## src/rtl/mult_pkg.sv

```systemverilog
// Shared constants for the shift-add multiplier datapath and its display path.
package mult_pkg;

  localparam int unsigned DEFAULT_WIDTH = 8;
  localparam int unsigned NIBBLE        = 4;

  // Digit-select encoding {sel_1, sel_2}, least significant nibble first.
  localparam logic [1:0] DIG0 = 2'b00;
  localparam logic [1:0] DIG1 = 2'b01;
  localparam logic [1:0] DIG2 = 2'b10;
  localparam logic [1:0] DIG3 = 2'b11;

endpackage

```

## src/rtl/mult_datapath_if.sv

```systemverilog
// Control-unit <-> multiplier datapath link: CU strobes out, status and result back.
interface mult_datapath_if
  import mult_pkg::*;
#(
  parameter int unsigned WIDTH = DEFAULT_WIDTH
);

  logic               clr;
  logic [WIDTH-1:0]   a_in;
  logic [WIDTH-1:0]   b_in;
  logic               load;
  logic               enable;
  logic               Psel;
  logic               sel_1;
  logic               sel_2;
  logic               done;
  logic               z_flag;
  logic               b0;
  logic [2*WIDTH-1:0] result;
  logic               result_valid;
  logic               sign;
  logic [3:0]         digit;

  modport master (
    output clr, a_in, b_in, load, enable, Psel, sel_1, sel_2, done,
    input  z_flag, b0, result, result_valid, sign, digit
  );

  modport slave (
    input  clr, a_in, b_in, load, enable, Psel, sel_1, sel_2, done,
    output z_flag, b0, result, result_valid, sign, digit
  );

endinterface

```

## src/rtl/nibble_mux.sv

```systemverilog
// Selects one of four nibbles of a value; nibbles beyond the value's width read as zero.
module nibble_mux
  import mult_pkg::*;
#(
  parameter int unsigned DataWidth = 2 * DEFAULT_WIDTH
) (
  input  logic [DataWidth-1:0] data_i,
  input  logic [1:0]           sel_i,
  output logic [NIBBLE-1:0]    digit_o
);

  localparam int unsigned PadWidth = 4 * NIBBLE;

  // Zero-extend to the full four-nibble window so high selects fall on padding.
  logic [PadWidth-1:0] padded;

  always_comb begin
    padded  = PadWidth'(data_i);
    digit_o = padded[{sel_i, 2'b00} +: NIBBLE];
  end

endmodule

```

## src/rtl/mult_datapath.sv

```systemverilog
// Shift-add multiplier datapath driven by the CU strobes over mult_datapath_if.
// Define MUL_SIGNED_EN for two's-complement operands with sign/magnitude correction.
module mult_datapath
  import mult_pkg::*;
#(
  parameter int unsigned WIDTH = DEFAULT_WIDTH
) (
  input  logic            clk,
  input  logic            rst,
  mult_datapath_if.slave  bus
);

  localparam int unsigned PW = 2 * WIDTH;

  logic [PW-1:0]    mcand_q, mcand_d;
  logic [WIDTH-1:0] mplier_q, mplier_d;
  logic [PW-1:0]    acc_q, acc_d;
  logic [PW-1:0]    result_q, result_d;
  logic             result_valid_q, result_valid_d;
  logic             sign_r_q, sign_r_d;
  logic             sign_q, sign_d;

  logic [WIDTH-1:0] a_mag, b_mag;
  logic             sign_load;
  logic [PW-1:0]    acc_fix;
  logic             sign_done;

`ifdef MUL_SIGNED_EN
  // -2^(WIDTH-1) negates to itself, which read unsigned is the correct magnitude.
  always_comb begin
    a_mag     = bus.a_in[WIDTH-1] ? (WIDTH'(0) - bus.a_in) : bus.a_in;
    b_mag     = bus.b_in[WIDTH-1] ? (WIDTH'(0) - bus.b_in) : bus.b_in;
    sign_load = bus.a_in[WIDTH-1] ^ bus.b_in[WIDTH-1];
    acc_fix   = sign_r_q ? (PW'(0) - acc_q) : acc_q;
    sign_done = sign_r_q & (acc_q != '0);
  end
`else
  always_comb begin
    a_mag     = bus.a_in;
    b_mag     = bus.b_in;
    sign_load = 1'b0;
    acc_fix   = acc_q;
    sign_done = 1'b0;
  end
`endif

  always_comb begin
    mcand_d        = mcand_q;
    mplier_d       = mplier_q;
    acc_d          = acc_q;
    result_d       = result_q;
    result_valid_d = result_valid_q;
    sign_r_d       = sign_r_q;
    sign_d         = sign_q;
    if (bus.clr) begin
      mcand_d        = '0;
      mplier_d       = '0;
      acc_d          = '0;
      result_d       = '0;
      result_valid_d = 1'b0;
      sign_r_d       = 1'b0;
      sign_d         = 1'b0;
    end else if (bus.load) begin
      mcand_d        = {{WIDTH{1'b0}}, a_mag};
      mplier_d       = b_mag;
      acc_d          = '0;
      result_valid_d = 1'b0;
      sign_r_d       = sign_load;
    end else if (bus.enable) begin
      // An exhausted multiplier makes extra enables harmless idle steps.
      if (mplier_q != '0) begin
        acc_d    = acc_q + (bus.Psel ? mcand_q : '0);
        mcand_d  = mcand_q << 1;
        mplier_d = mplier_q >> 1;
      end
    end else if (bus.done) begin
      result_d       = acc_fix;
      result_valid_d = 1'b1;
      sign_d         = sign_done;
    end
  end

  always_ff @(posedge clk or negedge rst) begin
    if (!rst) begin
      mcand_q        <= '0;
      mplier_q       <= '0;
      acc_q          <= '0;
      result_q       <= '0;
      result_valid_q <= 1'b0;
      sign_r_q       <= 1'b0;
      sign_q         <= 1'b0;
    end else begin
      mcand_q        <= mcand_d;
      mplier_q       <= mplier_d;
      acc_q          <= acc_d;
      result_q       <= result_d;
      result_valid_q <= result_valid_d;
      sign_r_q       <= sign_r_d;
      sign_q         <= sign_d;
    end
  end

  nibble_mux #(
    .DataWidth (PW)
  ) u_nibble_mux (
    .data_i  (result_q),
    .sel_i   ({bus.sel_1, bus.sel_2}),
    .digit_o (bus.digit)
  );

  assign bus.z_flag       = (mplier_q == '0);
  assign bus.b0           = mplier_q[0];
  assign bus.result       = result_q;
  assign bus.result_valid = result_valid_q;
  assign bus.sign         = sign_q;

endmodule

```

## src/flat_wrapper.sv

```systemverilog
// flat-port wrapper written by rule: the top's interface ports become plain ports
module mult_datapath_flat import mult_pkg::*;
#(
  parameter int unsigned WIDTH = DEFAULT_WIDTH
)
  (clk, rst, bus_clr, bus_a_in, bus_b_in, bus_load, bus_enable, bus_Psel, bus_sel_1, bus_sel_2, bus_done, bus_z_flag, bus_b0, bus_result, bus_result_valid, bus_sign, bus_digit);
  mult_datapath_if #(.WIDTH(WIDTH)) bus_i ();
  input  logic clk;
  input  logic rst;
  input wire logic [$bits(bus_i.clr)-1:0] bus_clr;
  input wire logic [$bits(bus_i.a_in)-1:0] bus_a_in;
  input wire logic [$bits(bus_i.b_in)-1:0] bus_b_in;
  input wire logic [$bits(bus_i.load)-1:0] bus_load;
  input wire logic [$bits(bus_i.enable)-1:0] bus_enable;
  input wire logic [$bits(bus_i.Psel)-1:0] bus_Psel;
  input wire logic [$bits(bus_i.sel_1)-1:0] bus_sel_1;
  input wire logic [$bits(bus_i.sel_2)-1:0] bus_sel_2;
  input wire logic [$bits(bus_i.done)-1:0] bus_done;
  output wire logic [$bits(bus_i.z_flag)-1:0] bus_z_flag;
  output wire logic [$bits(bus_i.b0)-1:0] bus_b0;
  output wire logic [$bits(bus_i.result)-1:0] bus_result;
  output wire logic [$bits(bus_i.result_valid)-1:0] bus_result_valid;
  output wire logic [$bits(bus_i.sign)-1:0] bus_sign;
  output wire logic [$bits(bus_i.digit)-1:0] bus_digit;
  assign bus_i.clr = bus_clr;
  assign bus_i.a_in = bus_a_in;
  assign bus_i.b_in = bus_b_in;
  assign bus_i.load = bus_load;
  assign bus_i.enable = bus_enable;
  assign bus_i.Psel = bus_Psel;
  assign bus_i.sel_1 = bus_sel_1;
  assign bus_i.sel_2 = bus_sel_2;
  assign bus_i.done = bus_done;
  assign bus_z_flag = bus_i.z_flag;
  assign bus_b0 = bus_i.b0;
  assign bus_result = bus_i.result;
  assign bus_result_valid = bus_i.result_valid;
  assign bus_sign = bus_i.sign;
  assign bus_digit = bus_i.digit;
  mult_datapath #(.WIDTH(WIDTH)) u_core (.clk(clk), .rst(rst), .bus(bus_i));
endmodule
```

## config.mk

```make
export PLATFORM = sky130hd
export DESIGN_NAME = mult_datapath_flat
export DESIGN_NICKNAME = d
export VERILOG_FILES = /design/src/rtl/mult_pkg.sv /design/src/rtl/mult_datapath_if.sv /design/src/rtl/nibble_mux.sv /design/src/rtl/mult_datapath.sv /design/src/flat_wrapper.sv
export SDC_FILE = /design/constraint.sdc
export NUM_CORES = 1
export LEC_CHECK = 0
export BUFFER_PORTS_ARGS = -buffer_cell sky130_fd_sc_hd__clkbuf_2
export CORE_MARGIN = 3
export CORE_UTILIZATION = 53
export DETAILED_ROUTE_END_ITERATION = 12
export PLACE_DENSITY = 0.78
export SYNTH_ARGS = -nofsm -noshare
export SYNTH_HDL_FRONTEND = slang
export SYNTH_SLANG_ARGS = --single-unit
```

## constraint.sdc

```tcl
create_clock -name clk -period 2.8 [get_ports clk]
set_input_delay 0 -clock clk [delete_from_list [all_inputs] [get_ports clk]]
set_output_delay 0 -clock clk [all_outputs]
set_load 0.005 [all_outputs]
```

==> implementation parameters, run 1 <==
Parameter                              Value

Routing
  Via-to-Cell Ratio ... 5.644
  Met3 wirelength from detailed routing ... 476 µm
  Routed length on met2 ... 3.835 mm
  Number of iterations in the first detailed-routing pass ... 4
  Detailed-route wire length ... 7.798 mm
  DRC violation total after the first TritonRoute iteration ... 145
  DRC violations left ... 0
  Number of nets with antenna violations after detailed routing ... 0
  Post-route met1 wirelength ... 3.389 mm
  Highest routed layer ... met4
  Routed wire per std cell ... 15.35 µm
  Number of vias after detailed routing ... 2867

Clock network
  Inserted Clock Buffers ... 9
  Clock Root Buffer ... clkbuf_8
  Clk sink count ... 57
  CTS tree ... built
  Clock-pin slew on the worst setup and hold paths ... 0.07 ns
  Clock latency at the later pin of the worst-skew pair ... 0.34 ns
  Maximum level of the CTS H-tree ... 3
  Maximum buffer depth of the clock tree ... 2

Critical path
  Required time of the critical path ... 3.05 ns
  Cell Chain, Critical Path ... and2_1, ha_1, inv_1, fa_1, and2b_2, o211ai_1, a21oi_2, a31oi_1, mux2_2, o22ai_1
  Capturing point of the worst reg2reg path ... u_core.acc_fix[12]
  Cell with the biggest individual delay on the critical path ... dfrtp_1
  Worst-case register-to-register setup slack ... 0.39 ns
  Critical path fanouts, max ... 3
  Launch instance of the worst register-to-register path ... u_core.mcand_q[0]
  Largest stage delay, worst path ... 0.39 ns
  CP Capture Type ... flip-flop
  Length in cells of the worst reg-to-reg path ... 10
  Category of the most critical setup path ... reg -> reg
  Critical path startpoint category ... flip-flop
  Critical Path AT ... 2.66 ns

Floorplan
  Die Span X ... 85.60 µm
  Area of the core region ... 6026 µm²
  Initial cell density of the core ... 0.5573
  Number of ports placed on the die boundary ... 49
  Die H ... 85.60 µm
  Std-Cell Rows ... 28
  Area of the die ... 7327 µm²

Final layout
  Share of layout cells above drive strength 1 ... 0.1778
  Count of inserted antenna diode cells ... 0
  Number of standard cells in the layout, taps in and fillers out ... 508
  # nets final ... 469
  Area growth from synthesis to layout ... 19.63%

Global routing
  Initial antenna violation count ... 0
  Vias in the first global route ... 2672
  Wire length of the first global-routing pass ... 12.77 mm
  Total routing usage reported by global routing ... 0.2225
  Remaining global-route overflow ... 0
  Maximum number of pins on one net before global-route repair ... 35

STA
  Transition at the pin with the smallest max-transition slack ... 0.9314 ns
  Post-route fraction of the period consumed by the critical path ... 0.8611
  Final min period ... 2.411 ns
  Setup repair after global routing missed its margin ... false
  Slew HR ... 0.3767
  Sum of negative setup slack ... 0 ns
  Final setup violation count ... 0
  Maximum clock frequency ... 0.4147 GHz
  Fin worst setup slack ... 0.3889 ns
  Worst Hold Margin ... 0.1095 ns
  Number of slew-limit violations in the final report ... 0
  Clock Skew ... 0.01061 ns
  Hold Violations, Final ... 0

Placed design
  Number of placed instances with taps included ... 474
  Half-perimeter wire length of the detailed placement result ... 5.527 mm
  Routability-driven placement congestion ratio ... 0.9332
  Setup Slack @ Placement ... 0.4200 ns
  Count of buffers inserted at the top-level ports ... 47

Pwr
  Static power due to leakage ... 1.941 nW
  Total power consumption of the routed design ... 1.914 mW
  Peak ir drop on the vdd network ... 304.4 µV
  Areal power density over the cells ... 476.5 nW/µm²

Yosys
  Count of warnings emitted by yosys ... 0
  Number of enable flip-flop cells after synthesis ... 0
  Most frequent cells after synthesis ... dfrtp_1, nand2_1, a21oi_1
  Share of the synthesized area in the top cell type ... 0.4247
  Flip-flop and latch count after synthesis ... 57
  Average footprint of a synthesized cell ... 9.150 µm²
  Share of flip-flops with an asynchronous set or reset after synthesis ... 1.000
  Seq/Total Area, Yosys ... 0.4247
  Nets in the synthesized netlist ... 408
  Unique masters post-synth ... 49
  Cell area after technology mapping ... 3358 µm²
  Top cell type by total area after synthesis ... dfrtp_1
  Most used DFF post-synth ... dfrtp_1
  Biggest area contributors in the synthesized netlist ... dfrtp_1, nand2_1, a21oi_1
  Cell count after synthesis ... 367

Status
  Outcome ... finished clean

Min path
  Hold Path Cell Cnt ... 2
  Origin of the worst min-delay path ... bus_clr
  Worst Hold Path EP ... u_core.mcand_q[4]
  Worst min-delay path class ... in -> reg

Run
  Number of maximum-capacitance constraint violations ... 0
==> state kept, by name, indices dropped and copies added (netlist names) <==
| register | cells |
|---|---|
| u_core.bus.result | 16 |
| u_core.mplier_q | 8 |
| u_core.acc_fix | 16 |
| u_core.mcand_q | 16 |
| u_core.bus.result_valid | 1 |
==> power breakdown <==
group / switching, mW / internal (mW)
clock: 0.331 / 0.524
combinational: 0.123 / 0.0803
sequential: 0.0143 / 0.841
total: 0.469 / 1.45
==> final cells by class <==
type | count | area (µm²)
tap | 75 | 93.84
clock buffer | 11 | 141.4
clock inverter | 5 | 78.83
sequential | 57 | 1426
multi-input combinational | 283 | 1790
fill | 482 | 2008
inverter | 5 | 18.77
timing repair buffer | 72 | 467.9
==> per-stage QoR <==
step / area (µm²) / util
global placement: 3617 / 0.6003
CTS: 4018 / 0.6667
floorplan: 3358 / -
detailed placement: 3617 / 0.6003
global route: 4018 / 0.6667
finish: 4018 / 0.6667
==> critical path, delay by kind of cell, from the launching register on <==
kind / cells / cell delay [ns]
fa+ha+maj: 2 / 0.36
compound gates: 4 / 0.78
simple gates: 2 / 0.37
flops: 1 / 0.39
mux: 1 / 0.35
buf+inv: 1 / 0.07
==> per-layer routing <==
layer	GRT usage	vias to the layer above
li1	-	1434
met1	0.2866	1337
met2	0.3778	86
met3	0.03458	10
met4	0.08489	0
met5	0	-
==> placed cells by master, fill, tap and decap left out, types with 3 or more instances in the layout <==
cell type      instances
inv_1                  5
a31oi_1                4
and3_1                 4
dlygate4sd3_1         18
a21o_1                13
o21ai_0               13
ha_1                  15
a21oi_1               39
o21a_1                 3
nor3_1                 4
o211ai_1               4
nand2_1               57
nand3_1                8
mux2i_1                7
buf_4                  7
nor2_1                31
mux4_2                 4
clkbuf_2              47
a211oi_1               7
and2_1                16
xor2_1                 6
dfrtp_1               57
a22o_1                16
clkbuf_8              10
==> worst max path at each step <==
stage                      startpoint                 end  slack (ns)  cells past startpoint
finish              u_core.mcand_q[0]  u_core.acc_fix[12]        0.39                     10
global route        u_core.mcand_q[0]  u_core.acc_fix[12]        0.24                     10
CTS                 u_core.mcand_q[0]  u_core.acc_fix[12]        0.39                     10
detailed placement  u_core.mcand_q[0]  u_core.acc_fix[12]        0.42                     10
global placement    u_core.mcand_q[0]  u_core.acc_fix[12]        0.44                     10
floorplan           u_core.mcand_q[0]  u_core.acc_fix[12]        0.60                     10
==> logic make-up (layout without fill, tap and decap cells) <==
logic type / Yosys count / count (layout) / synth area share
DFF: 57 / 57 / 0.4247
other: 1 / 1 / 0.001117
AOI/OAI and AO/OA: 107 / 107 / 0.2038
muxes: 12 / 12 / 0.05104
adders and majority gates: 16 / 16 / 0.06185
xor gates and xnor gates: 7 / 7 / 0.01826
buffers and inverters: 27 / 93 / 0.04210
and+or+nand+nor: 140 / 140 / 0.1971
==> repair_timing <==
action / in CTS / in global routing
resized for setup: 0 / 0
endpoints found under the setup margin: 0 / 0
hold buffers: 18 / 0
setup buffers: 0 / 0
hold endpoints to repair: 47 / 0
No activity file was read; power rests on OpenSTA's default activity.
==> run 2: changes to the inputs <==
--- a/config.mk
+++ b/config.mk
@@ -6,10 +6,12 @@
 export NUM_CORES = 1
 export LEC_CHECK = 0
 export BUFFER_PORTS_ARGS = -buffer_cell sky130_fd_sc_hd__clkbuf_2
+export CELL_PAD_IN_SITES_DETAIL_PLACEMENT = 0
+export CELL_PAD_IN_SITES_GLOBAL_PLACEMENT = 1
 export CORE_MARGIN = 3
-export CORE_UTILIZATION = 53
+export CORE_UTILIZATION = 44
 export DETAILED_ROUTE_END_ITERATION = 12
-export PLACE_DENSITY = 0.78
+export PLACE_DENSITY = 0.83
 export SYNTH_ARGS = -nofsm -noshare
 export SYNTH_HDL_FRONTEND = slang
 export SYNTH_SLANG_ARGS = --single-unit
==> run 2 against run 1 <==
Global-route usage is 2.9 points lower. Fmax hardly changed. Clock power is 2.5% higher. Count of clock-buffer cells in the layout is 1 higher. Hold slack better by 0.016 ns. Cell count is 4.9% higher. Flip-flop and latch count stayed put. Setup slack better by 0.00074 ns. Wire length is 0.44% higher. Critical path type unchanged. Highest routed layer unchanged.
==> implementation parameters, run 2 (synthesized netlist as in run 1, its figures left out) <==
Parameter                              Value

Global routing
  Maximum number of pins on one net before global-route repair ... 44
  Remaining global-route overflow ... 0
  Wire length of the first global-routing pass ... 13.24 mm
  Total routing usage reported by global routing ... 0.1933
  Initial antenna violation count ... 0
  Vias in the first global route ... 2726

Placed design
  Routability-driven placement congestion ratio ... 0.8815
  Half-perimeter wire length of the detailed placement result ... 5.739 mm
  Count of buffers inserted at the top-level ports ... 47
  Number of placed instances with taps included ... 499
  Setup Slack @ Placement ... 0.3948 ns

Status
  Outcome ... finished clean

STA
  Final setup violation count ... 0
  Clock Skew ... 0.007811 ns
  Maximum clock frequency ... 0.4149 GHz
  Post-route fraction of the period consumed by the critical path ... 0.8609
  Final min period ... 2.410 ns
  Transition at the pin with the smallest max-transition slack ... 1.053 ns
  Hold Violations, Final ... 0
  Fin worst setup slack ... 0.3896 ns
  Worst Hold Margin ... 0.1256 ns
  Sum of negative setup slack ... 0 ns
  Setup repair after global routing missed its margin ... false
  Slew HR ... 0.2980
  Number of slew-limit violations in the final report ... 0

Critical path
  Category of the most critical setup path ... reg -> reg
  Number of buffers and inverters on the critical path ... 1
  Worst path top cell family by delay ... compound AO/OA/AOI/OAI gates
  Largest stage delay, worst path ... 0.40 ns
  Cell Chain, Critical Path ... and2_1, ha_1, inv_1, fa_1, and2b_2, o211ai_1, a21oi_2, a31oi_1, mux2_2, o22ai_1
  Critical path fanouts, max ... 3
  Launch instance of the worst register-to-register path ... u_core.mcand_q[0]
  Critical Path AT ... 2.66 ns
  Cell with the biggest individual delay on the critical path ... dfrtp_1
  Required time of the critical path ... 3.05 ns
  CP Capture Type ... flip-flop
  Critical path startpoint category ... flip-flop
  Crit path from ... u_core.mcand_q[0]

Floorplan
  Area of the die ... 8717 µm²
  Die H ... 93.37 µm
  Die Span X ... 93.37 µm
  Initial cell density of the core ... 0.4581
  Std-Cell Rows ... 31
  Number of ports placed on the die boundary ... 49
  Area of the core region ... 7331 µm²

Routing
  Routed wire per std cell ... 14.69 µm
  Detailed-route wire length ... 7.832 mm
  Number of iterations in the first detailed-routing pass ... 4
  DRC violation total after the first TritonRoute iteration ... 92
  Number of vias after detailed routing ... 2854
  Number of nets with antenna violations after detailed routing ... 0
  Via-to-Cell Ratio ... 5.355
  DRC violations left ... 0

Final layout
  Multi-input gate area in the final layout ... 1790 µm²
  Area growth from synthesis to layout ... 21.05%
  Leading cell types in the layout, fill and taps excluded ... nand2_1, dfrtp_1, clkbuf_2
  Count of inserted antenna diode cells ... 0
  # nets final ... 470
  Number of standard cells in the layout, taps in and fillers out ... 533
  Seq. cell area ... 1426 µm²
  Filler Cells Inserted ... 686
  Share of layout cells above drive strength 1 ... 0.1797

Pwr
  Combinational group share of total power ... 0.106
  Flop pwr share ... 0.442
  Peak ir drop on the vdd network ... 224.5 µV
  Static power due to leakage ... 1.942 nW
  Total power consumption of the routed design ... 1.937 mW
  Areal power density over the cells ... 476.4 nW/µm²
  Power share of the clock group ... 0.452
  Psw ... 465.1 µW
  Cell Int Power ... 1.472 mW
  Switching fraction of total power ... 0.2402

Min path
  Worst min-delay path class ... in -> reg
  Origin of the worst min-delay path ... bus_clr

Clock network
  Clk sink count ... 57
  Inserted Clock Buffers ... 9
  Clock latency at the later pin of the worst-skew pair ... 0.33 ns
  Clock-pin slew on the worst setup and hold paths ... 0.07 ns
  Clock Root Buffer ... clkbuf_8
  Maximum level of the CTS H-tree ... 3
  Count of cells resized by post-cts repair ... 0
  CTS tree ... built
  Maximum buffer depth of the clock tree ... 2

Run
  Number of maximum-capacitance constraint violations ... 0
[run 2: changes by cell type in the layout (fill, tap and decap cells not counted)]
| cell | before | now |
|---|---|---|
| clkinv_4 | 1 | 0 |
| clkinvlp_4 | 0 | 2 |
| buf_4 | 7 | 8 |
| clkbuf_8 | 10 | 11 |
| clkinv_2 | 2 | 0 |
[run 2: final cells by class]
class,count,share of cell area
Timing Repair Buffer,73,0.1170
Clock inverter,4,0.01847
Multi-Input combinational cell,283,0.4404
Sequential cell,57,0.3509
Clock buffer,12,0.03817
Inverter,5,0.004617
Tap cell,99,0.03047
[run 2: layer usage]
layer,vias up,part of all wire,GRT usage
li1,1435,-,-
met1,1345,0.49,0.2680
met2,66,0.45,0.3061
met3,8,0.041,0.04425
met4,0,0.013,0.04762
met5,-,0,0
[run 2: power by group through the flow]
| stage | combinational (mW) | sequential (mW) | clock [mW] |
|---|---|---|---|
| global placement | 0.184 | 0.871 | 0 |
| finish | 0.204 | 0.856 | 0.876 |
| global route | 0.230 | 0.858 | 0.947 |
| CTS | 0.206 | 0.855 | 0.907 |
| floorplan | 0.123 | 0.867 | 0 |
| detailed placement | 0.187 | 0.871 | 0 |
[run 2: path summary, 6_finish.rpt]
kind                                   endpoint  slack, ns  cells after the start
max in group asynchronous     u_core.mcand_q[8]       1.63                      3
min reg2reg                  u_core.mcand_q[15]       0.52                      2
max reg2reg                  u_core.acc_fix[12]       0.39                     10
max                          u_core.acc_fix[12]       0.39                     10
min                           u_core.mcand_q[5]       0.13                      3
min in group asynchronous  u_core.bus.result[8]       0.39                      2
[run 2: what timing repair did]
action | in CTS | in global routing
hold buffers | 18 | 0
buffers inserted | 0 | 0
hold endpoints to repair | 58 | 0
[run 2: worst min-delay path, stage by stage]
cell and delay, ns:
clkbuf_2 0.12, buf_4 0.24, a21oi_1 0.06
[run 2: metrics by stage]
stage                     utilization  cell area [µm²]
after global routing           0.5545             4065
after global placement         0.4985             3655
after CTS                      0.5545             4065
final                          0.5545             4065
after detailed placement       0.4985             3655
after floorplan                     -             3358
==> run 3: changes to the inputs <==
--- a/config.mk
+++ b/config.mk
@@ -7,11 +7,12 @@
 export LEC_CHECK = 0
 export BUFFER_PORTS_ARGS = -buffer_cell sky130_fd_sc_hd__clkbuf_2
 export CELL_PAD_IN_SITES_DETAIL_PLACEMENT = 0
-export CELL_PAD_IN_SITES_GLOBAL_PLACEMENT = 1
+export CELL_PAD_IN_SITES_GLOBAL_PLACEMENT = 2
+export CORE_ASPECT_RATIO = 1.2
 export CORE_MARGIN = 3
-export CORE_UTILIZATION = 44
+export CORE_UTILIZATION = 35
 export DETAILED_ROUTE_END_ITERATION = 12
-export PLACE_DENSITY = 0.83
+export PLACE_DENSITY = 0.82
 export SYNTH_ARGS = -nofsm -noshare
 export SYNTH_HDL_FRONTEND = slang
 export SYNTH_SLANG_ARGS = --single-unit
==> run 3 against run 2 <==
Sequential share of layout area grew 0.30 points. Setup slack got worse by 0.010 ns. Total power down 8.0%. Combinational power barely moved. Clock skew shrank 0.0011 ns. Non-clock buffer count shrank 2. Utilization fell by 12 points. Design area is 0.86% lower.
==> implementation parameters, run 3 (synthesized netlist as in run 1, its figures left out) <==
Parameter                              Value

Final layout
  Multi-input gate area in the final layout ... 1790 µm²
  Seq. cell area ... 1426 µm²
  Count of inserted antenna diode cells ... 0
  Leading cell types in the layout, fill and taps excluded ... nand2_1, dfrtp_1, clkbuf_2
  # nets final ... 468
  Filler Cells Inserted ... 913
  Core utilization of the finished layout ... 0.4392
  Share of layout cells above drive strength 1 ... 0.1763
  Area growth from synthesis to layout ... 20.01%

Clock network
  CTS tree ... built
  Inserted Clock Buffers ... 9
  Clock latency at the later pin of the worst-skew pair ... 0.34 ns
  Maximum buffer depth of the clock tree ... 2
  Clock Root Buffer ... clkbuf_8
  Clock-pin slew on the worst setup and hold paths ... 0.07 ns
  Maximum level of the CTS H-tree ... 3
  Count of cells resized by post-cts repair ... 0
  Clk sink count ... 57

Floorplan
  Initial cell density of the core ... 0.3660
  Area of the core region ... 9176 µm²
  Number of ports placed on the die boundary ... 49
  Area of the die ... 10810 µm²
  Die Span X ... 95.42 µm
  Die H ... 113.3 µm
  Std-Cell Rows ... 38

Pwr
  Flop pwr share ... 0.480
  Power share of the clock group ... 0.406
  Psw ... 462.6 µW
  Switching fraction of total power ... 0.2595
  Peak ir drop on the vdd network ... 211.6 µV
  Areal power density over the cells ... 442.3 nW/µm²
  Static power due to leakage ... 1.914 nW
  Combinational group share of total power ... 0.114
  Cell Int Power ... 1.320 mW

STA
  Transition at the pin with the smallest max-transition slack ... 1.025 ns
  Setup repair after global routing missed its margin ... false
  Final setup violation count ... 0
  Final min period ... 2.421 ns
  Post-route fraction of the period consumed by the critical path ... 0.8646
  Clock Skew ... 0.006760 ns
  Sum of negative setup slack ... 0 ns
  Hold Violations, Final ... 0
  Maximum clock frequency ... 0.4131 GHz
  Number of slew-limit violations in the final report ... 0
  Slew HR ... 0.3138

Placed design
  Count of buffers inserted at the top-level ports ... 47
  Routability-driven placement congestion ratio ... 0.8601
  Half-perimeter wire length of the detailed placement result ... 5.921 mm

Status
  Outcome ... finished clean

Routing
  Number of nets with antenna violations after detailed routing ... 0
  Via-to-Cell Ratio ... 5.111
  Post-route met1 wirelength ... 3.787 mm
  Highest routed layer ... met4
  Number of vias after detailed routing ... 2816
  DRC violations left ... 0
  Routed length on met2 ... 4.050 mm
  DRC violation total after the first TritonRoute iteration ... 89
  Detailed-route wire length ... 8.257 mm
  Met3 wirelength from detailed routing ... 308 µm
  Number of iterations in the first detailed-routing pass ... 4
  Routed wire per std cell ... 14.99 µm

Critical path
  Length in cells of the worst reg-to-reg path ... 10
  Category of the most critical setup path ... reg -> reg
  Critical path startpoint category ... flip-flop
  Worst-case register-to-register setup slack ... 0.38 ns
  Critical Path AT ... 2.68 ns
  Critical path fanouts, max ... 3
  Crit path from ... u_core.mcand_q[0]
  CP Capture Type ... flip-flop
  Required time of the critical path ... 3.06 ns
  Capturing point of the worst reg2reg path ... u_core.acc_fix[12]
  Launch instance of the worst register-to-register path ... u_core.mcand_q[0]
  End of the critical path ... u_core.acc_fix[12]

Global routing
  Remaining global-route overflow ... 0
  Initial antenna violation count ... 0
  Wire length of the first global-routing pass ... 13.90 mm
  Total routing usage reported by global routing ... 0.1652
  Vias in the first global route ... 2833
  Maximum number of pins on one net before global-route repair ... 38

Run
  Number of maximum-capacitance constraint violations ... 0

Min path
  Worst min-delay path class ... in -> reg
## run 3: critical path, stage by stage (launching register included)
cell      delay [ns]
dfrtp_1         0.39
and2_1          0.14
ha_1            0.21
inv_1           0.07
fa_1            0.17
and2b_2         0.23
o211ai_1        0.31
a21oi_2         0.13
a31oi_1         0.21
mux2_2          0.35
o22ai_1         0.13
## run 3: per-stage QoR
stage	std cells	setup slack [ns]	cell area, µm²	total power [mW]	hold WS (ns)
CTS	551	0.3408	4030	1.811	0.1260
global route	551	0.2095	4030	1.885	0.1359
detailed placement	518	0.3553	3666	1.059	0.007267
floorplan	367	0.5985	3358	0.9898	-0.2956
global placement	518	0.4109	3666	1.056	0.01259
finish	551	0.3792	4030	1.782	0.1263
## run 3: area by class of cell
class / instances / share of cell area
clock inverter: 6 / 0.01490
sequential: 57 / 0.3539
inverter: 5 / 0.004657
tap: 120 / 0.03726
multi-input combinational: 283 / 0.4443
timing repair buffer: 71 / 0.1143
clock buffer: 9 / 0.03074
## run 3: metal layers
metal / global-route usage / vias up
met5: 0 / -
met4: 0.05028 / 0
met3: 0.03657 / 10
met2: 0.2793 / 46
met1: 0.2091 / 1333
li1: - / 1427
## run 3: timing repair
| action | CTS | global route |
|---|---|---|
| buffers inserted | 0 | 0 |
| endpoints found under the hold margin | 37 | 0 |
| hold buffers | 18 | 0 |
## run 3: power by group through the flow
stage,clock [mW],combinational [mW],sequential (mW)
6_report,0.723,0.203,0.856
5_1_grt,0.795,0.232,0.858
4_1_cts,0.748,0.207,0.856
3_5_place_dp,0,0.188,0.871
3_3_place_gp,0,0.186,0.871
2_1_floorplan,0,0.123,0.867
## run 3: how the worst min path moves through the flow
stage	startpoint	depth (start not counted)	slack, ns	end
final	bus_clr	2	0.13	u_core.mcand_q[1]
after global routing	bus_clr	2	0.14	u_core.mcand_q[1]
after CTS	bus_clr	2	0.13	u_core.mcand_q[1]
after detailed placement	rst	1	0.007	u_core.mplier_q[4]
after global placement	rst	1	0.01	u_core.mplier_q[4]
after floorplan	rst	0	-0.30	u_core.acc_fix[0]
